## config.mk

```make
export PLATFORM = sky130hd
export DESIGN_NAME = data_break_ctrl_flat
export DESIGN_NICKNAME = d
export VERILOG_FILES = /design/src/rtl/data_break_if.sv /design/src/rtl/data_break_ctrl.sv /design/src/flat_wrapper.sv
export SDC_FILE = /design/constraint.sdc
export NUM_CORES = 1
export LEC_CHECK = 0
export CAP_MARGIN = 20
export CORE_MARGIN = 1
export CORE_UTILIZATION = 49
export CTS_CLUSTER_SIZE = 12
export DETAILED_ROUTE_END_ITERATION = 6
export HOLD_SLACK_MARGIN = 0.08
export PLACE_DENSITY = 0.85
export SETUP_SLACK_MARGIN = 0.3
export SYNTH_ARGS = -nofsm -noshare
export SYNTH_HDL_FRONTEND = slang
export SYNTH_SLANG_ARGS = --single-unit
```

## constraint.sdc

```tcl
create_clock -name clk -period 4.19 [get_ports clk]
set_input_delay 0.6285 -clock clk [delete_from_list [all_inputs] [get_ports clk]]
set_output_delay 0.6285 -clock clk [all_outputs]
set_load 0.005 [all_outputs]
```

## src/rtl/data_break_if.sv

```systemverilog
// Bus between the RK8E data-break requester and the state machine, memory,
// IOT decoder and disk word buffer.
interface data_break_if;
   logic [4:0]  state;
   logic        break_in_prog;
   logic        ca_load;
   logic [11:0] ca_value;
   logic [2:0]  field_value;
   logic        wc_load;
   logic [11:0] wc_value;
   logic        go;
   logic        go_to_disk;
   logic        word_rdy;
   logic [11:0] disk_wdata;
   logic [11:0] mem_rdata;
   logic        word_ack;
   logic [11:0] disk_rdata;
   logic        data_break;
   logic        to_disk;
   logic [14:0] db_addr;
   logic [11:0] db_wdata;
   logic        db_mem_wr;
   logic        busy;
   logic        xfer_done;
   logic        wrap_err;

   modport master (
      input  state, break_in_prog, ca_load, ca_value, field_value, wc_load, wc_value,
             go, go_to_disk, word_rdy, disk_wdata, mem_rdata,
      output word_ack, disk_rdata, data_break, to_disk, db_addr, db_wdata, db_mem_wr,
             busy, xfer_done, wrap_err
   );

   modport slave (
      output state, break_in_prog, ca_load, ca_value, field_value, wc_load, wc_value,
             go, go_to_disk, word_rdy, disk_wdata, mem_rdata,
      input  word_ack, disk_rdata, data_break, to_disk, db_addr, db_wdata, db_mem_wr,
             busy, xfer_done, wrap_err
   );
endinterface

```

## src/rtl/data_break_ctrl.sv

```systemverilog
// Single-cycle data-break requester for the RK8E: requests a stolen memory cycle
// per disk word, drives address/data during DB0-DB2 and steps CA/WC.
module data_break_ctrl #(
   parameter bit         CA_CARRY_FIELD = 1'b0,
   parameter bit         OVF_HALT       = 1'b1,
   parameter logic [4:0] ST_DB0         = 5'd12,
   parameter logic [4:0] ST_DB2         = 5'd14
) (
   input  logic          clk,
   input  logic          reset,
   data_break_if.master  bus
);

   localparam int unsigned AW = 12;
   localparam int unsigned FW = 3;

   typedef enum logic [2:0] {
      S_IDLE   = 3'd0,
      S_ARM    = 3'd1,
      S_REQ    = 3'd2,
      S_GRANT  = 3'd3,
      S_FINISH = 3'd4
   } fsm_e;

   fsm_e          fsm_q, fsm_d;
   logic [AW-1:0] ca_q, ca_d;
   logic [AW-1:0] wc_q, wc_d;
   logic [FW-1:0] field_q, field_d;
   logic [AW-1:0] db_wdata_q, db_wdata_d;
   logic [AW-1:0] disk_rdata_q, disk_rdata_d;
   logic          word_ack_q, word_ack_d;
   logic          data_break_q, data_break_d;
   logic          to_disk_q, to_disk_d;
   logic          db_mem_wr_q, db_mem_wr_d;
   logic          busy_q, busy_d;
   logic          xfer_done_q, xfer_done_d;
   logic          wrap_err_q, wrap_err_d;

   logic [AW-1:0] ca_inc;
   logic [AW-1:0] wc_inc;

   assign ca_inc = ca_q + AW'(1);
   assign wc_inc = wc_q + AW'(1);

   // Next-state and output logic
   always_comb begin
      fsm_d        = fsm_q;
      ca_d         = ca_q;
      wc_d         = wc_q;
      field_d      = field_q;
      db_wdata_d   = db_wdata_q;
      disk_rdata_d = disk_rdata_q;
      to_disk_d    = to_disk_q;
      busy_d       = busy_q;
      wrap_err_d   = wrap_err_q;
      word_ack_d   = 1'b0;
      data_break_d = 1'b0;
      db_mem_wr_d  = 1'b0;
      xfer_done_d  = 1'b0;

      unique case (fsm_q)
         S_IDLE: begin
            if (bus.ca_load) begin
               ca_d    = bus.ca_value;
               field_d = bus.field_value;
            end
            if (bus.wc_load) begin
               wc_d = bus.wc_value;
            end
            if (bus.go) begin
               fsm_d      = S_ARM;
               busy_d     = 1'b1;
               to_disk_d  = bus.go_to_disk;
               wrap_err_d = 1'b0;
            end
         end

         S_ARM: begin
            if (bus.word_rdy) begin
               fsm_d = S_REQ;
               if (!to_disk_q) begin
                  db_wdata_d = bus.disk_wdata;
                  word_ack_d = 1'b1;
               end
            end
         end

         // The write strobe is launched at DB0 so it lands in the DB1 cycle that follows.
         S_REQ: begin
            if (bus.state == ST_DB0) begin
               fsm_d       = S_GRANT;
               db_mem_wr_d = !to_disk_q;
            end else begin
               data_break_d = 1'b1;
            end
         end

         S_GRANT: begin
            if (!bus.break_in_prog) begin
               fsm_d      = S_IDLE;
               busy_d     = 1'b0;
               wrap_err_d = 1'b1;
            end else if (bus.state == ST_DB2) begin
               fsm_d = S_FINISH;
               if (to_disk_q) begin
                  disk_rdata_d = bus.mem_rdata;
                  word_ack_d   = 1'b1;
               end
            end
         end

         S_FINISH: begin
            ca_d  = ca_inc;
            wc_d  = wc_inc;
            fsm_d = S_ARM;
            if (ca_q == 12'o7777) begin
               if (CA_CARRY_FIELD) begin
                  field_d = field_q + FW'(1);
               end else if (OVF_HALT) begin
                  wrap_err_d = 1'b1;
                  busy_d     = 1'b0;
                  fsm_d      = S_IDLE;
               end
            end
            if (wc_inc == '0) begin
               xfer_done_d = 1'b1;
               busy_d      = 1'b0;
               fsm_d       = S_IDLE;
            end
         end

         default: begin
            fsm_d = S_IDLE;
         end
      endcase
   end

   always_ff @(posedge clk or negedge reset) begin
      if (!reset) begin
         fsm_q        <= S_IDLE;
         ca_q         <= '0;
         wc_q         <= '0;
         field_q      <= '0;
         db_wdata_q   <= '0;
         disk_rdata_q <= '0;
         word_ack_q   <= 1'b0;
         data_break_q <= 1'b0;
         to_disk_q    <= 1'b0;
         db_mem_wr_q  <= 1'b0;
         busy_q       <= 1'b0;
         xfer_done_q  <= 1'b0;
         wrap_err_q   <= 1'b0;
      end else begin
         fsm_q        <= fsm_d;
         ca_q         <= ca_d;
         wc_q         <= wc_d;
         field_q      <= field_d;
         db_wdata_q   <= db_wdata_d;
         disk_rdata_q <= disk_rdata_d;
         word_ack_q   <= word_ack_d;
         data_break_q <= data_break_d;
         to_disk_q    <= to_disk_d;
         db_mem_wr_q  <= db_mem_wr_d;
         busy_q       <= busy_d;
         xfer_done_q  <= xfer_done_d;
         wrap_err_q   <= wrap_err_d;
      end
   end

   assign bus.word_ack   = word_ack_q;
   assign bus.disk_rdata = disk_rdata_q;
   assign bus.data_break = data_break_q;
   assign bus.to_disk    = to_disk_q;
   assign bus.db_addr    = {field_q, ca_q};
   assign bus.db_wdata   = db_wdata_q;
   assign bus.db_mem_wr  = db_mem_wr_q;
   assign bus.busy       = busy_q;
   assign bus.xfer_done  = xfer_done_q;
   assign bus.wrap_err   = wrap_err_q;

endmodule

```

## src/flat_wrapper.sv

```systemverilog
// flat-port wrapper written by rule: the top's interface ports become plain ports
module data_break_ctrl_flat 
#(
   parameter bit         CA_CARRY_FIELD = 1'b0,
   parameter bit         OVF_HALT       = 1'b1,
   parameter logic [4:0] ST_DB0         = 5'd12,
   parameter logic [4:0] ST_DB2         = 5'd14
)
  (clk, reset, bus_state, bus_break_in_prog, bus_ca_load, bus_ca_value, bus_field_value, bus_wc_load, bus_wc_value, bus_go, bus_go_to_disk, bus_word_rdy, bus_disk_wdata, bus_mem_rdata, bus_word_ack, bus_disk_rdata, bus_data_break, bus_to_disk, bus_db_addr, bus_db_wdata, bus_db_mem_wr, bus_busy, bus_xfer_done, bus_wrap_err);
  data_break_if bus_i ();
  input  logic clk;
  input  logic reset;
  input wire logic [$bits(bus_i.state)-1:0] bus_state;
  input wire logic [$bits(bus_i.break_in_prog)-1:0] bus_break_in_prog;
  input wire logic [$bits(bus_i.ca_load)-1:0] bus_ca_load;
  input wire logic [$bits(bus_i.ca_value)-1:0] bus_ca_value;
  input wire logic [$bits(bus_i.field_value)-1:0] bus_field_value;
  input wire logic [$bits(bus_i.wc_load)-1:0] bus_wc_load;
  input wire logic [$bits(bus_i.wc_value)-1:0] bus_wc_value;
  input wire logic [$bits(bus_i.go)-1:0] bus_go;
  input wire logic [$bits(bus_i.go_to_disk)-1:0] bus_go_to_disk;
  input wire logic [$bits(bus_i.word_rdy)-1:0] bus_word_rdy;
  input wire logic [$bits(bus_i.disk_wdata)-1:0] bus_disk_wdata;
  input wire logic [$bits(bus_i.mem_rdata)-1:0] bus_mem_rdata;
  output wire logic [$bits(bus_i.word_ack)-1:0] bus_word_ack;
  output wire logic [$bits(bus_i.disk_rdata)-1:0] bus_disk_rdata;
  output wire logic [$bits(bus_i.data_break)-1:0] bus_data_break;
  output wire logic [$bits(bus_i.to_disk)-1:0] bus_to_disk;
  output wire logic [$bits(bus_i.db_addr)-1:0] bus_db_addr;
  output wire logic [$bits(bus_i.db_wdata)-1:0] bus_db_wdata;
  output wire logic [$bits(bus_i.db_mem_wr)-1:0] bus_db_mem_wr;
  output wire logic [$bits(bus_i.busy)-1:0] bus_busy;
  output wire logic [$bits(bus_i.xfer_done)-1:0] bus_xfer_done;
  output wire logic [$bits(bus_i.wrap_err)-1:0] bus_wrap_err;
  assign bus_i.state = bus_state;
  assign bus_i.break_in_prog = bus_break_in_prog;
  assign bus_i.ca_load = bus_ca_load;
  assign bus_i.ca_value = bus_ca_value;
  assign bus_i.field_value = bus_field_value;
  assign bus_i.wc_load = bus_wc_load;
  assign bus_i.wc_value = bus_wc_value;
  assign bus_i.go = bus_go;
  assign bus_i.go_to_disk = bus_go_to_disk;
  assign bus_i.word_rdy = bus_word_rdy;
  assign bus_i.disk_wdata = bus_disk_wdata;
  assign bus_i.mem_rdata = bus_mem_rdata;
  assign bus_word_ack = bus_i.word_ack;
  assign bus_disk_rdata = bus_i.disk_rdata;
  assign bus_data_break = bus_i.data_break;
  assign bus_to_disk = bus_i.to_disk;
  assign bus_db_addr = bus_i.db_addr;
  assign bus_db_wdata = bus_i.db_wdata;
  assign bus_db_mem_wr = bus_i.db_mem_wr;
  assign bus_busy = bus_i.busy;
  assign bus_xfer_done = bus_i.xfer_done;
  assign bus_wrap_err = bus_i.wrap_err;
  data_break_ctrl #(.CA_CARRY_FIELD(CA_CARRY_FIELD), .OVF_HALT(OVF_HALT), .ST_DB0(ST_DB0), .ST_DB2(ST_DB2)) u_core (.clk(clk), .reset(reset), .bus(bus_i));
endmodule
```

==> run_results.csv <==
group,metric,value,unit
logic_synthesis,synth-edff-count,0,
worst_setup_path,critPathCapture,"u_core.bus.disk_rdata[8]$_DFFE_PN0P_",
sta,maxSlewViolCount,0,
clock_network,cts.clk_slew.worst_paths,0.07,ns
sta,max_slew_margin,0.405,
worst_setup_path,cp.required,4.40,ns
cells_and_area,num-nets-final,469,
worst_setup_path,r2r_cells,6,
routing,drc,0,
die,die_h,81.2,microns
clock_network,cts_made_buffers,9,
global_routing,grt_max_degree,47,
logic_synthesis,synthArstFlopShare,1.00,
sta,hold_viol,0,
logic_synthesis,synth.distinct_cells,50,
placement,gp_congestion,0.869,
clock_network,htreeDepth,3,
clock_network,cts_tree,"built",
hold_path,hold_class,"primary input to async pin",
global_routing,grt_pass1_wl,12000,microns
sta,finalSetupViolations,0,
global_routing,antenna_found_initial,0,
sta,finClkSkew,0.00833,ns
cells_and_area,drive_gt1_frac,0.145,
routing,highest_layer,"met4",
routing,drtPass1Iterations,4,
die,dieWidth,81.2,microns
worst_setup_path,startpoint_type,"primary input",
die,start_util,0.514,
routing,met2_wirelength,3630,microns
sta,min_period,2.31,ns
worst_setup_path,rrSetupSlack,1.96,ns
routing,drtAntennaViolNets,0,
global_routing,grt_remaining_overflow,0,
routing,route.met3.wl,595,microns
routing,routedWlPerCell,16.0,microns
global_routing,track_usage,0.244,
worst_setup_path,timing.rr.start,"u_core.fsm_q[2]$_DFFE_PN0P_",
sta,tns,0,ns
routing,num_vias,2693,
logic_synthesis,synth_area_per_cell,10.5,sq um
worst_setup_path,cp.arrival,2.52,ns
clock_network,clk_latency,0.33,ns
clock_network,cts_sinks,61,
clock_network,clock-root-buffer,"clkbuf_8",
logic_synthesis,synthCells,293,
logic_synthesis,seq_area_frac_synth,0.496,
sta,hold_ws,0.207,ns
logic_synthesis,synthFlopType,"dfrtp_1",
power,p_per_area,567,nW/um^2
placement,dp.cells,466,
placement,numPortBuffers,109,
power,p_leak,1.82,nW
clock_network,ctsResizeCount,0,
routing,wirelength,7710,microns
logic_synthesis,syn_nets,359,
clock_network,postCtsSetupBuffers,0,
worst_setup_path,path_class,"primary input to register",
clock_network,hold_buffers,0,
logic_synthesis,synthesis.area,3080,sq um
logic_synthesis,synth.ff_latch_count,61,
sta,tightest_slew,0.892,ns
sta,fmax,433,MHz
logic_synthesis,yosys_warnings,0,
routing,drtIter0Drc,105,
die,rows,28,
die,ioPinCount,110,
status,outcome,"finished clean",
power,ir_worst_vdd,0.000366,V
placement,dp_hpwl,5650,microns
worst_setup_path,crit_start,"bus_state[0]",
cells_and_area,fin_cells,482,
global_routing,grt_pass1_vias,2461,
cells_and_area,n_antenna_cell,0,
routing,vias_per_cell,5.59,
die,core_region_area,5990,sq um
routing,met1_length,3340,microns
sta,fin_crit_sh,0.552,
sta,rsz0062_at_grt,"no",
flow_run,maxCapViolCount,0,
clock_network,clockBufferDepth,2,
die,dieArea,6600,sq um
worst_setup_path,end_kind,"register",
worst_setup_path,reg2reg_to,"u_core.wc_q[9]$_DFFE_PN0P_",
cells_and_area,syn_to_final_growth,42.4,%
worst_setup_path,path_max_fanout,13,
-- how the worst min path moves through the flow --
stage / from / depth (start not counted) / slack (ns) / endpoint
final: reset / 1 / 0.21 / u_core.wc_q[1]$_DFFE_PN0P_
after global routing: reset / 1 / 0.22 / u_core.bus.busy$_DFFE_PN0P_
after CTS: u_core.field_q[2]$_DFFE_PN0P_ / 2 / 0.48 / u_core.field_q[2]$_DFFE_PN0P_
after detailed placement: u_core.field_q[2]$_DFFE_PN0P_ / 2 / 0.46 / u_core.field_q[2]$_DFFE_PN0P_
after global placement: u_core.field_q[1]$_DFFE_PN0P_ / 2 / 0.46 / u_core.field_q[1]$_DFFE_PN0P_
after floorplan: reset / 0 / 0.33 / u_core.bus.busy$_DFFE_PN0P_
-- kinds of logic (layout without fill, tap and decap cells) --
logic type | Yosys count | after routing | share of synthesized area
DFF | 61 | 61 | 0.496
AOI/OAI and AO/OA | 71 | 71 | 0.157
muxes | 27 | 27 | 0.109
adders and majority gates | 2 | 2 | 0.00813
and+or+nand+nor | 115 | 115 | 0.197
buffers and inverters | 17 | 131 | 0.0321
-- layer usage --
metal  GRT usage  vias to the layer above
li1            -                     1303
met5           0                        -
met1       0.331                     1265
met4       0.109                        0
met2       0.374                      109
met3      0.0494                       16
-- cell usage after synthesis, types with 4 or more instances --
cell      number  area [sq um]
dfrtp_1       61          1530
nand2_1       33           124
nor2_1        27           101
a21oi_1       19          95.1
mux2_2        16           180
nand3_1       14          70.1
o21ai_0       11          55.1
buf_2         10          50.1
mux2_4         9           135
nor3_1         9          45.0
and3_1         6          37.5
nand2b_1       6          37.5
a211oi_1       5          37.5
o22ai_1        5          31.3
a311oi_1       4          35.0
a31oi_1        4          25.0
-- cell type report --
class / instances / area [sq um]
inverters: 2 / 7.51
fillers: 447 / 1610
well taps: 75 / 93.8
repair buffers: 114 / 1140
flip-flops and latches: 61 / 1530
multi-input cells: 215 / 1450
clock inverters: 5 / 27.5
clock buffers: 10 / 138
-- worst max-delay path, cell delays in order --
cell and delay (ns):
clkdlybuf4s50_1 0.39, and4bb_2 0.31, nand2_1 0.11, nor3_1 0.19, nand2_1 0.43, mux2_4 0.46
-- where the power goes --
group,leakage (nW),switching (mW),internal (mW)
logic,0.985,0.380,0.588
registers,0.749,0.258,0.815
clock network,0.0877,0.221,0.223
-- placed cells by master, fill, tap and decap left out, types with 2 or more instances in the layout --
master	Yosys	final
nand2_1	33	33
o221a_2	3	3
and3_1	6	6
nor2_1	27	27
nor2b_1	3	3
buf_4	2	4
o21ai_1	3	3
a21oi_1	19	19
o21a_1	2	2
a221oi_2	2	2
o22ai_1	5	5
inv_1	2	2
ha_1	2	2
a22oi_1	2	2
nand3_1	14	14
a2bb2oi_1	3	3
a31oi_1	4	4
o21ai_0	11	11
nand2b_1	6	6
nor3_1	9	9
nor4_2	2	2
and2_1	2	2
mux2_2	16	16
clkdlybuf4s50_1	0	108
mux2_4	9	9
a311oi_1	4	4
and4_1	2	2
clkbuf_8	0	10
a211oi_1	5	5
dfrtp_1	61	61
clkinv_2	0	4
nor4_1	2	2
mux2i_1	2	2
-- per-stage QoR --
stage	area (sq um)	worst slack, ns	total power [mW]	util
6_report	4380	1.88	2.48	0.731
4_1_cts	4360	1.90	2.49	0.728
2_1_floorplan	3080	2.29	1.52	-
5_1_grt	4380	1.74	2.66	0.731
3_3_place_gp	4200	1.63	2.00	0.700
3_5_place_dp	4200	1.55	2.04	0.700
-- sequential cells by signal, indices dropped and copies added (netlist names), 3 cells and up --
| register | flops |
|---|---|
| u_core.wc_q | 12 |
| u_core.fsm_q | 3 |
| u_core.bus.disk_rdata | 12 |
| u_core.ca_q | 12 |
| u_core.field_q | 3 |
| u_core.bus.db_wdata | 12 |
Power figures use the tool's default switching activity.
